**config.mk**
```make
export PLATFORM = sky130hd
export DESIGN_NAME = alu_issue_stage
export DESIGN_NICKNAME = d
export VERILOG_FILES = /design/src/rtl/alu_issue_stage.sv
export SDC_FILE = /design/constraint.sdc
export NUM_CORES = 1
export LEC_CHECK = 0
export ABC_AREA = 0
export ABC_CLOCK_PERIOD_IN_PS = 2800
export BUFFER_PORTS_ARGS = -buffer_cell sky130_fd_sc_hd__buf_2
export CAP_MARGIN = 20
export CORE_MARGIN = 4
export CORE_UTILIZATION = 50
export CTS_BUF_LIST = sky130_fd_sc_hd__clkbuf_8
export DETAILED_ROUTE_END_ITERATION = 7
export GPL_ROUTABILITY_DRIVEN = 0
export PLACE_DENSITY = 0.84
export SYNTH_ARGS = -nofsm -noshare
export SYNTH_HDL_FRONTEND = slang
export SYNTH_SLANG_ARGS = --single-unit
```
**constraint.sdc**
```tcl
create_clock -name CLK -period 2.8 [get_ports CLK]
set_clock_uncertainty 0.1 [all_clocks]
set_input_delay 0.56 -clock CLK [delete_from_list [all_inputs] [get_ports CLK]]
set_output_delay 0.56 -clock CLK [all_outputs]
set_load 0.05 [all_outputs]
```
**src/rtl/alu_issue_stage.sv**
```systemverilog
// -----------------------------------------------------------------------------
// alu_issue_stage
//
// Execute-stage front end of the 8-bit RISC pipeline. It drives the ALU and
// hands results to write-back.
//
//   S1 (ALU drive registers): ALU_A, ALU_B and CTRL_ALU, plus the opcode and
//       destination index that travel with them.
//   S2 (result registers): OUT_OP, OUT_DST, OUT_RES. The architectural FLAGS
//       register is also written when an arithmetic op moves from S1 to S2.
//
// Both stages use valid/ready flow control with full backpressure, so the
// stage can accept one instruction per cycle.
//
// Configuration macro:
//   FWD_EN  When defined, register operands are forwarded at S1 accept. The
//           S1 entry has priority, then the S2 entry. STORE is never treated
//           as a producer. When undefined, IN_A and IN_B are used verbatim,
//           and IN_SRC_A/B and IN_A/B_REG are ignored.
//
// Ports:
//   CLK, RST              clock, synchronous active-low reset
//   IN_VALID/IN_READY     instruction handshake
//                         (IN_READY is combinational from OUT_READY)
//   IN_OP, IN_DST         opcode and destination register index
//   IN_A, IN_B            operand values
//   IN_SRC_A/B            source register indices (forwarding only)
//   IN_A/B_REG            operand comes from a register (forwarding only)
//   ALU_A, ALU_B          registered ALU operands
//   CTRL_ALU              registered ALU control
//   ALU_S                 ALU result, combinational from ALU_A/ALU_B/CTRL_ALU
//   ALU_N/O/Z/C           ALU flags
//   OUT_VALID/OUT_READY   write-back handshake
//   OUT_OP, OUT_DST       opcode and destination of the retiring instruction
//   OUT_RES               result of the retiring instruction
//   FLAGS                 architectural flags {N,O,Z,C}
// -----------------------------------------------------------------------------
module alu_issue_stage #(
   parameter int DATA_W = 8,
   parameter int OP_W   = 8,
   parameter int REG_W  = 4
) (
   input  logic              CLK,
   input  logic              RST,
   input  logic              IN_VALID,
   output logic              IN_READY,
   input  logic [OP_W-1:0]   IN_OP,
   input  logic [REG_W-1:0]  IN_DST,
   input  logic [DATA_W-1:0] IN_A,
   input  logic [DATA_W-1:0] IN_B,
   input  logic [REG_W-1:0]  IN_SRC_A,
   input  logic [REG_W-1:0]  IN_SRC_B,
   input  logic              IN_A_REG,
   input  logic              IN_B_REG,
   output logic [DATA_W-1:0] ALU_A,
   output logic [DATA_W-1:0] ALU_B,
   output logic [2:0]        CTRL_ALU,
   input  logic [DATA_W-1:0] ALU_S,
   input  logic              ALU_N,
   input  logic              ALU_O,
   input  logic              ALU_Z,
   input  logic              ALU_C,
   output logic              OUT_VALID,
   input  logic              OUT_READY,
   output logic [OP_W-1:0]   OUT_OP,
   output logic [REG_W-1:0]  OUT_DST,
   output logic [DATA_W-1:0] OUT_RES,
   output logic [3:0]        FLAGS
);

   localparam logic [OP_W-1:0] OP_ADD = OP_W'(8'h01);
   localparam logic [OP_W-1:0] OP_MUL = OP_W'(8'h02);
   localparam logic [OP_W-1:0] OP_SOU = OP_W'(8'h03);
   localparam logic [OP_W-1:0] OP_DIV = OP_W'(8'h04);

   // Only the four arithmetic opcodes select an ALU operation. All other
   // opcodes map to 3'b000 and pass through, so CTRL_ALU != 0 marks arithmetic.
   function automatic logic [2:0] map_op(input logic [OP_W-1:0] op);
      logic [2:0] ctrl;
      case (op)
         OP_ADD:  ctrl = 3'b001;
         OP_MUL:  ctrl = 3'b010;
         OP_SOU:  ctrl = 3'b011;
         OP_DIV:  ctrl = 3'b100;
         default: ctrl = 3'b000;
      endcase
      return ctrl;
   endfunction

   // ---------------------------------------------------------------- state
   logic              s1_valid_q, s1_valid_d;
   logic [DATA_W-1:0] alu_a_q,    alu_a_d;
   logic [DATA_W-1:0] alu_b_q,    alu_b_d;
   logic [2:0]        ctrl_alu_q, ctrl_alu_d;
   logic [OP_W-1:0]   s1_op_q,    s1_op_d;
   logic [REG_W-1:0]  s1_dst_q,   s1_dst_d;

   logic              s2_valid_q, s2_valid_d;
   logic [OP_W-1:0]   out_op_q,   out_op_d;
   logic [REG_W-1:0]  out_dst_q,  out_dst_d;
   logic [DATA_W-1:0] out_res_q,  out_res_d;
   logic [3:0]        flags_q,    flags_d;

   // ---------------------------------------------------------------- control
   logic              s2_adv;
   logic              s1_adv;
   logic              in_ready;
   logic              accept;
   logic              s1_is_arith;
   logic [DATA_W-1:0] s1_res;
   logic [DATA_W-1:0] opnd_a;
   logic [DATA_W-1:0] opnd_b;

   always_comb begin
      s2_adv      = !s2_valid_q || OUT_READY;
      s1_adv      = s1_valid_q && s2_adv;
      // S1 can take a new entry when it is empty or is emptying this cycle.
      in_ready    = !s1_valid_q || s2_adv;
      accept      = IN_VALID && in_ready;
      s1_is_arith = (ctrl_alu_q != 3'b000);
      // This is the value the S1 entry will commit. It is also the S1
      // forwarding source.
      s1_res      = s1_is_arith ? ALU_S : alu_b_q;
   end

`ifdef FWD_EN
   localparam logic [OP_W-1:0] OP_STORE = OP_W'(8'h08);

   logic s1_fwd_ok;
   logic s2_fwd_ok;

   // Check the youngest producer first. An S2 entry that retires in this
   // cycle is still a valid source, because OUT_RES holds it until the edge.
   function automatic logic [DATA_W-1:0] fwd_pick(
      input logic              is_reg,
      input logic [REG_W-1:0]  src,
      input logic [DATA_W-1:0] raw,
      input logic              s1_ok,
      input logic [REG_W-1:0]  s1_dst,
      input logic [DATA_W-1:0] s1_val,
      input logic              s2_ok,
      input logic [REG_W-1:0]  s2_dst,
      input logic [DATA_W-1:0] s2_val
   );
      logic [DATA_W-1:0] v;
      v = raw;
      if (is_reg) begin
         if (s1_ok && (s1_dst == src)) begin
            v = s1_val;
         end else if (s2_ok && (s2_dst == src)) begin
            v = s2_val;
         end
      end
      return v;
   endfunction

   always_comb begin
      s1_fwd_ok = s1_valid_q && (s1_op_q != OP_STORE);
      s2_fwd_ok = s2_valid_q && (out_op_q != OP_STORE);
      opnd_a    = fwd_pick(IN_A_REG, IN_SRC_A, IN_A,
                           s1_fwd_ok, s1_dst_q, s1_res,
                           s2_fwd_ok, out_dst_q, out_res_q);
      opnd_b    = fwd_pick(IN_B_REG, IN_SRC_B, IN_B,
                           s1_fwd_ok, s1_dst_q, s1_res,
                           s2_fwd_ok, out_dst_q, out_res_q);
   end
`else
   // Without forwarding, upstream inserts bubbles on hazards. The source
   // tags are not needed here.
   logic unused_fwd_inputs;

   always_comb begin
      opnd_a = IN_A;
      opnd_b = IN_B;
   end

   assign unused_fwd_inputs = ^{IN_SRC_A, IN_SRC_B, IN_A_REG, IN_B_REG};
`endif

   // ---------------------------------------------------------------- next state
   always_comb begin
      s1_valid_d = s1_valid_q;
      alu_a_d    = alu_a_q;
      alu_b_d    = alu_b_q;
      ctrl_alu_d = ctrl_alu_q;
      s1_op_d    = s1_op_q;
      s1_dst_d   = s1_dst_q;
      s2_valid_d = s2_valid_q;
      out_op_d   = out_op_q;
      out_dst_d  = out_dst_q;
      out_res_d  = out_res_q;
      flags_d    = flags_q;

      // S1 payload changes only on accept. The ALU inputs therefore stay
      // constant while the entry is stalled.
      if (accept) begin
         s1_valid_d = 1'b1;
         alu_a_d    = opnd_a;
         alu_b_d    = opnd_b;
         ctrl_alu_d = map_op(IN_OP);
         s1_op_d    = IN_OP;
         s1_dst_d   = IN_DST;
      end else if (s1_adv) begin
         s1_valid_d = 1'b0;
      end

      if (s1_adv) begin
         s2_valid_d = 1'b1;
         out_op_d   = s1_op_q;
         out_dst_d  = s1_dst_q;
         out_res_d  = s1_res;
         // FLAGS follows instructions as they enter S2, not as they retire.
         if (s1_is_arith) begin
            flags_d = {ALU_N, ALU_O, ALU_Z, ALU_C};
         end
      end else if (OUT_READY) begin
         s2_valid_d = 1'b0;
      end
   end

   // ---------------------------------------------------------------- registers
   always_ff @(posedge CLK) begin
      if (!RST) begin
         s1_valid_q <= 1'b0;
         alu_a_q    <= '0;
         alu_b_q    <= '0;
         ctrl_alu_q <= 3'b000;
         s1_op_q    <= '0;
         s1_dst_q   <= '0;
         s2_valid_q <= 1'b0;
         out_op_q   <= '0;
         out_dst_q  <= '0;
         out_res_q  <= '0;
         flags_q    <= 4'b0000;
      end else begin
         s1_valid_q <= s1_valid_d;
         alu_a_q    <= alu_a_d;
         alu_b_q    <= alu_b_d;
         ctrl_alu_q <= ctrl_alu_d;
         s1_op_q    <= s1_op_d;
         s1_dst_q   <= s1_dst_d;
         s2_valid_q <= s2_valid_d;
         out_op_q   <= out_op_d;
         out_dst_q  <= out_dst_d;
         out_res_q  <= out_res_d;
         flags_q    <= flags_d;
      end
   end

   // ---------------------------------------------------------------- outputs
   assign IN_READY  = in_ready;
   assign ALU_A     = alu_a_q;
   assign ALU_B     = alu_b_q;
   assign CTRL_ALU  = ctrl_alu_q;
   assign OUT_VALID = s2_valid_q;
   assign OUT_OP    = out_op_q;
   assign OUT_DST   = out_dst_q;
   assign OUT_RES   = out_res_q;
   assign FLAGS     = flags_q;

endmodule

```
* Yosys cells after proc, flatten, opt, wreduce, memory -nomap -nowiden *
Cells that the tools add are included.

operators by class
  equal/unequal tests = 4
  multiplexer cells = 6
  reductions and logical operators = 10

operators by type and width
  kind                                           number
  == test 8 x 2 -> 1 bit, second input constant  2
  one-hot mux 3 bit (4 select lines)             1
  == test 8 x 1 -> 1 bit, second input constant  1
  == test 8 x 3 -> 1 bit, second input constant  1
  2-to-1 mux 8 bit                               1
  2-to-1 mux 1 bit                               4
  nonzero test 2 bit                             2
  nonzero test 3 bit                             1
  logical AND 1 bit                              2
  zero test 1 bit                                2
  logical OR 1 bit                               2
  AND reduction 2 bit                            1

word-level totals
  register bits = 57
  bits of input ports = 54
  output and inout port bits = 45
  logic and storage cells = 31

* Logic depth before layout (Yosys ltp) *
  depth in word-level cells = 5
  gate-level depth with buffers = 5
  gate-level depth less buffers = 4

* Least setup slack after synthesis *
OpenSTA, ideal clock, no wires.

  path type = reg-to-output
  start = register s2_valid_q (netlist: OUT_VALID)
  end = output port IN_READY
  arrival = 1.215 ns
  required time = 2.140 ns
  slack = 0.925 ns
  cell stages (with the launch flop) = 4
  buffers on the path = 1
  path through = dfxtp_1 and3b_1 inv_2 buf_2

on the way
  word-level cells in the longest chain between the ends = 3

ends and longest elaborated chain
  item                    line  RTL
  start, declared         98    logic s2_valid_q, s2_valid_d;
  start signal, assigned  242   s2_valid_q <= s2_valid_d;
  zero test 1 bit         115   s2_adv = !s2_valid_q || OUT_READY;
  logical OR 1 bit        115
  logical OR 1 bit        118   in_ready = !s1_valid_q || s2_adv;
  end, declared           46    output logic IN_READY,

Every way passes these cells.

* Worst setup path after layout *
  start = register s1_valid_q
  end = output port IN_READY

on the way
  word-level cells in the longest chain between the ends = 2

ends and longest elaborated chain
  item                    line  RTL
  start, declared         91    logic s1_valid_q, s1_valid_d;
  start signal, assigned  236   s1_valid_q <= s1_valid_d;
  zero test 1 bit         118
  logical OR 1 bit        118

Every way passes these cells.

==> results.yml <==
global_routing:
  grt.met2_usage_pct: 36.1
  grt_antenna_before_repair: 0
  grt_most_used_layer: "met2"
  grtUsageTotal_pct: 21.8
  grt_start_max_net_pins: 50
  gr-total-overflow: 0
  global_route_met3_usage_pct: 5.15
  grt_first_pass_wirelength_um: 9480
  grt_use_met1_pct: 27.0
  via_count_of_the_first_global_routing_pass: 2051
cells_and_area:
  layout-drive-gt1-share_pct: 30.3
  final_nets: 407
  fin_cells: 408
  finish.instance_area_um2: 2850
  syn_to_final_growth_pct: 25.3
  mostFrequentLayoutCell: "sky130_fd_sc_hd__buf_2"
  antenna_cells: 0
  most-common-layout-cells: "sky130_fd_sc_hd__buf_2, sky130_fd_sc_hd__dfxtp_1, sky130_fd_sc_hd__a21oi_1"
setup_path:
  r2r-end: "OUT_RES[7]$_SDFFE_PN0P_"
  crit_required_ns: 2.14
  max_stage_delay_ns: 0.60
  cp_cell_sequence: "and3b_1, inv_2, buf_2"
  timing.critical_path.from_type: "flop"
  worst_path_max_delay_cell: "sky130_fd_sc_hd__dfxtp_1"
  crit_family: "flip-flops"
  regToRegSetupSlack_ns: 0.95
  worstSetupPathType: "flop to primary output"
  crit_buf_inv: 2
  crit_path_max_fanout: 13
  cp-end-kind: "primary output"
  reg2reg_depth: 3
  critical_path.reg2reg.startpoint: "s1_valid_q$_SDFFE_PN0P_"
  arrival_ns: 1.48
clock_tree:
  clkTransAtPathRegs_ns: 0.06
  ctsHtreeMaxLevel: 3
  cts-resized-gates: 0
  ctsHoldBuffers: 0
  cts_buffers: 9
  post_cts.repair.setup_buffers: 0
  clock_insertion_delay_worst_skew_ns: 0.31
  cts_max_path_buffers: 2
  clkSinkCount: 57
  tritoncts: "built"
  cts_root_buffer: "sky130_fd_sc_hd__clkbuf_8"
die:
  die_width_um: 75.4
  boundaryPins: 99
  floorplan.die_area_um2: 5690
  core_area_um2: 4380
  num_rows: 24
  initial_core_util_pct: 51.9
  die_h_um: 75.4
pwr:
  power_leakage_nw: 1.27
  power_density_nw_per_um2: 596
  maximum_vdd_drop_mv: 0.400
hold_path:
  hold_path_class: "flop to flop"
  worst_hold_startpoint: "s1_op_q[1]$_SDFFE_PN0P_"
  worst_hold_path.num_cells: 2
  worst_hold_path.endpoint: "s1_op_q[1]$_SDFFE_PN0P_"
timing:
  min_period_over_period_pct: 76.3
  timing.final.crit_period_ns: 2.14
  relSlewSlack_pct: 44.7
  tns_ns: 0
  fmax_mhz: 468
  grt_setup_unrepaired: "no"
  drv_slew: 0
  tightest_slew_ns: 0.829
  setup_viol: 0
  finalHoldViolations: 0
detailed_routing:
  drt_wl_total_um: 6080
  detail_route.drc_violations: 0
  1st_iter_drt_viols: 99
  antenna_violating_nets_post_route: 0
  drt-pass1-iter-count: 4
  total_number_of_vias: 2240
  routedWlPerCell_um: 14.9
  viasPerCell: 5.49
placed_design:
  placed_area_um2: 2700
  numPlacedInstances: 394
  placement.io_buffers: 88
  dp_hpwl_um: 4130
flow_run:
  cap_violations: 0
synthesis:
  syn-instance-count: 272
  ys_warn_count: 0
  yosysSeqAreaShare_pct: 50.2
  post_synth_num_cell_types: 26
  synth.ff_latch_count: 57
  netlist_area_before_placement_um2: 2270
  synthesis.nets: 326
  average_cell_area_after_synthesis_um2: 8.36
run_status:
  result_of_the_run: "finished, final reports clean"
per-layer routing:
layer | wire length, um | vias to the layer above
met2 | 2990 | 76
met3 | 447 | 9
met5 | 0 | -
li1 | - | 1136
met1 | 2520 | 1019
met4 | 116 | 0
flip-flops by register name (all words and copies together) (netlist names), 4 cells and up:
name and cells:
OUT_RES 8, s1_op_q 8, FLAGS 4, ALU_A 8, OUT_OP 8, ALU_B 8, OUT_DST 4, s1_dst_q 4
metrics by stage:
step / setup WS, ns / hold WS, ns / total power, mW / util, %
5_1_grt: 0.584 / 0.371 / 1.77 / 65.0
4_1_cts: 0.654 / 0.352 / 1.71 / 65.0
3_5_place_dp: 0.938 / 0.345 / 1.14 / 61.7
3_3_place_gp: 0.942 / 0.341 / 1.14 / 61.7
2_1_floorplan: 0.925 / 0.329 / 1.06 / -
6_report: 0.663 / 0.352 / 1.70 / 65.0
power by group:
part	total [mW]	switching, mW	internal (mW)
combinational	0.255	0.181	0.0737
clock	0.572	0.276	0.296
sequential	0.870	0.0220	0.848
kinds of logic after synthesis:
group	share of synthesized area (%)
AOI/OAI and AO/OA	24.0
DFF	50.2
muxes	1.76
and+or+nand+nor	17.8
buffers and inverters	6.27
worst max-delay path by stage:
stage	from	endpoint	slack, ns	depth (start not counted)
2_1_floorplan	OUT_VALID$_SDFFE_PN0P_	IN_READY	0.92	3
5_1_grt	s1_valid_q$_SDFFE_PN0P_	IN_READY	0.58	3
6_report	s1_valid_q$_SDFFE_PN0P_	IN_READY	0.66	3
3_5_place_dp	OUT_READY	IN_READY	0.94	4
3_3_place_gp	OUT_READY	IN_READY	0.94	4
4_1_cts	s1_valid_q$_SDFFE_PN0P_	IN_READY	0.65	3
worst register-to-register path: cells and delay by family (launching register included):
kind | cells | cell delay, ns
DFF | 1 | 0.60
and+or+nand+nor | 1 | 0.51
buffers and inverters | 1 | 0.32
AOI/OAI and AO/OA | 1 | 0.17
area by class of cell:
class                   instances  area [um2]
clock buffers                   9         124
clock inverters                 5        20.0
fillers                       412        1540
inverters                       4        15.0
multi-input cells             186         990
flip-flops and latches         57        1140
well taps                      52        65.1
repair buffers                 95         493
Yosys cell counts:
cell type	number	area [um2]
sky130_fd_sc_hd__and3b_1	1	8.76
sky130_fd_sc_hd__nand3_4	1	17.5
sky130_fd_sc_hd__a21oi_1	49	245
sky130_fd_sc_hd__or3_1	1	6.26
sky130_fd_sc_hd__o21ai_0	33	165
sky130_fd_sc_hd__clkbuf_1	11	41.3
sky130_fd_sc_hd__buf_4	5	37.5
sky130_fd_sc_hd__mux2i_1	4	40.0
sky130_fd_sc_hd__a311oi_1	8	70.1
sky130_fd_sc_hd__nor4_1	2	12.5
sky130_fd_sc_hd__nor2_1	3	11.3
sky130_fd_sc_hd__buf_6	1	11.3
sky130_fd_sc_hd__nand4_1	3	18.8
sky130_fd_sc_hd__buf_2	6	30.0
sky130_fd_sc_hd__nand3_1	38	190
sky130_fd_sc_hd__nand2b_1	1	6.26
sky130_fd_sc_hd__inv_1	3	11.3
sky130_fd_sc_hd__buf_1	2	7.51
sky130_fd_sc_hd__nor2b_1	1	6.26
sky130_fd_sc_hd__nand2_1	27	101
sky130_fd_sc_hd__nor3_4	1	16.3
sky130_fd_sc_hd__nor4b_1	1	8.76
sky130_fd_sc_hd__o21ai_1	10	50.1
sky130_fd_sc_hd__inv_2	1	3.75
sky130_fd_sc_hd__dfxtp_1	57	1140
sky130_fd_sc_hd__o211ai_1	2	15.0
Note: power is estimated with default switching activity, not from simulation.
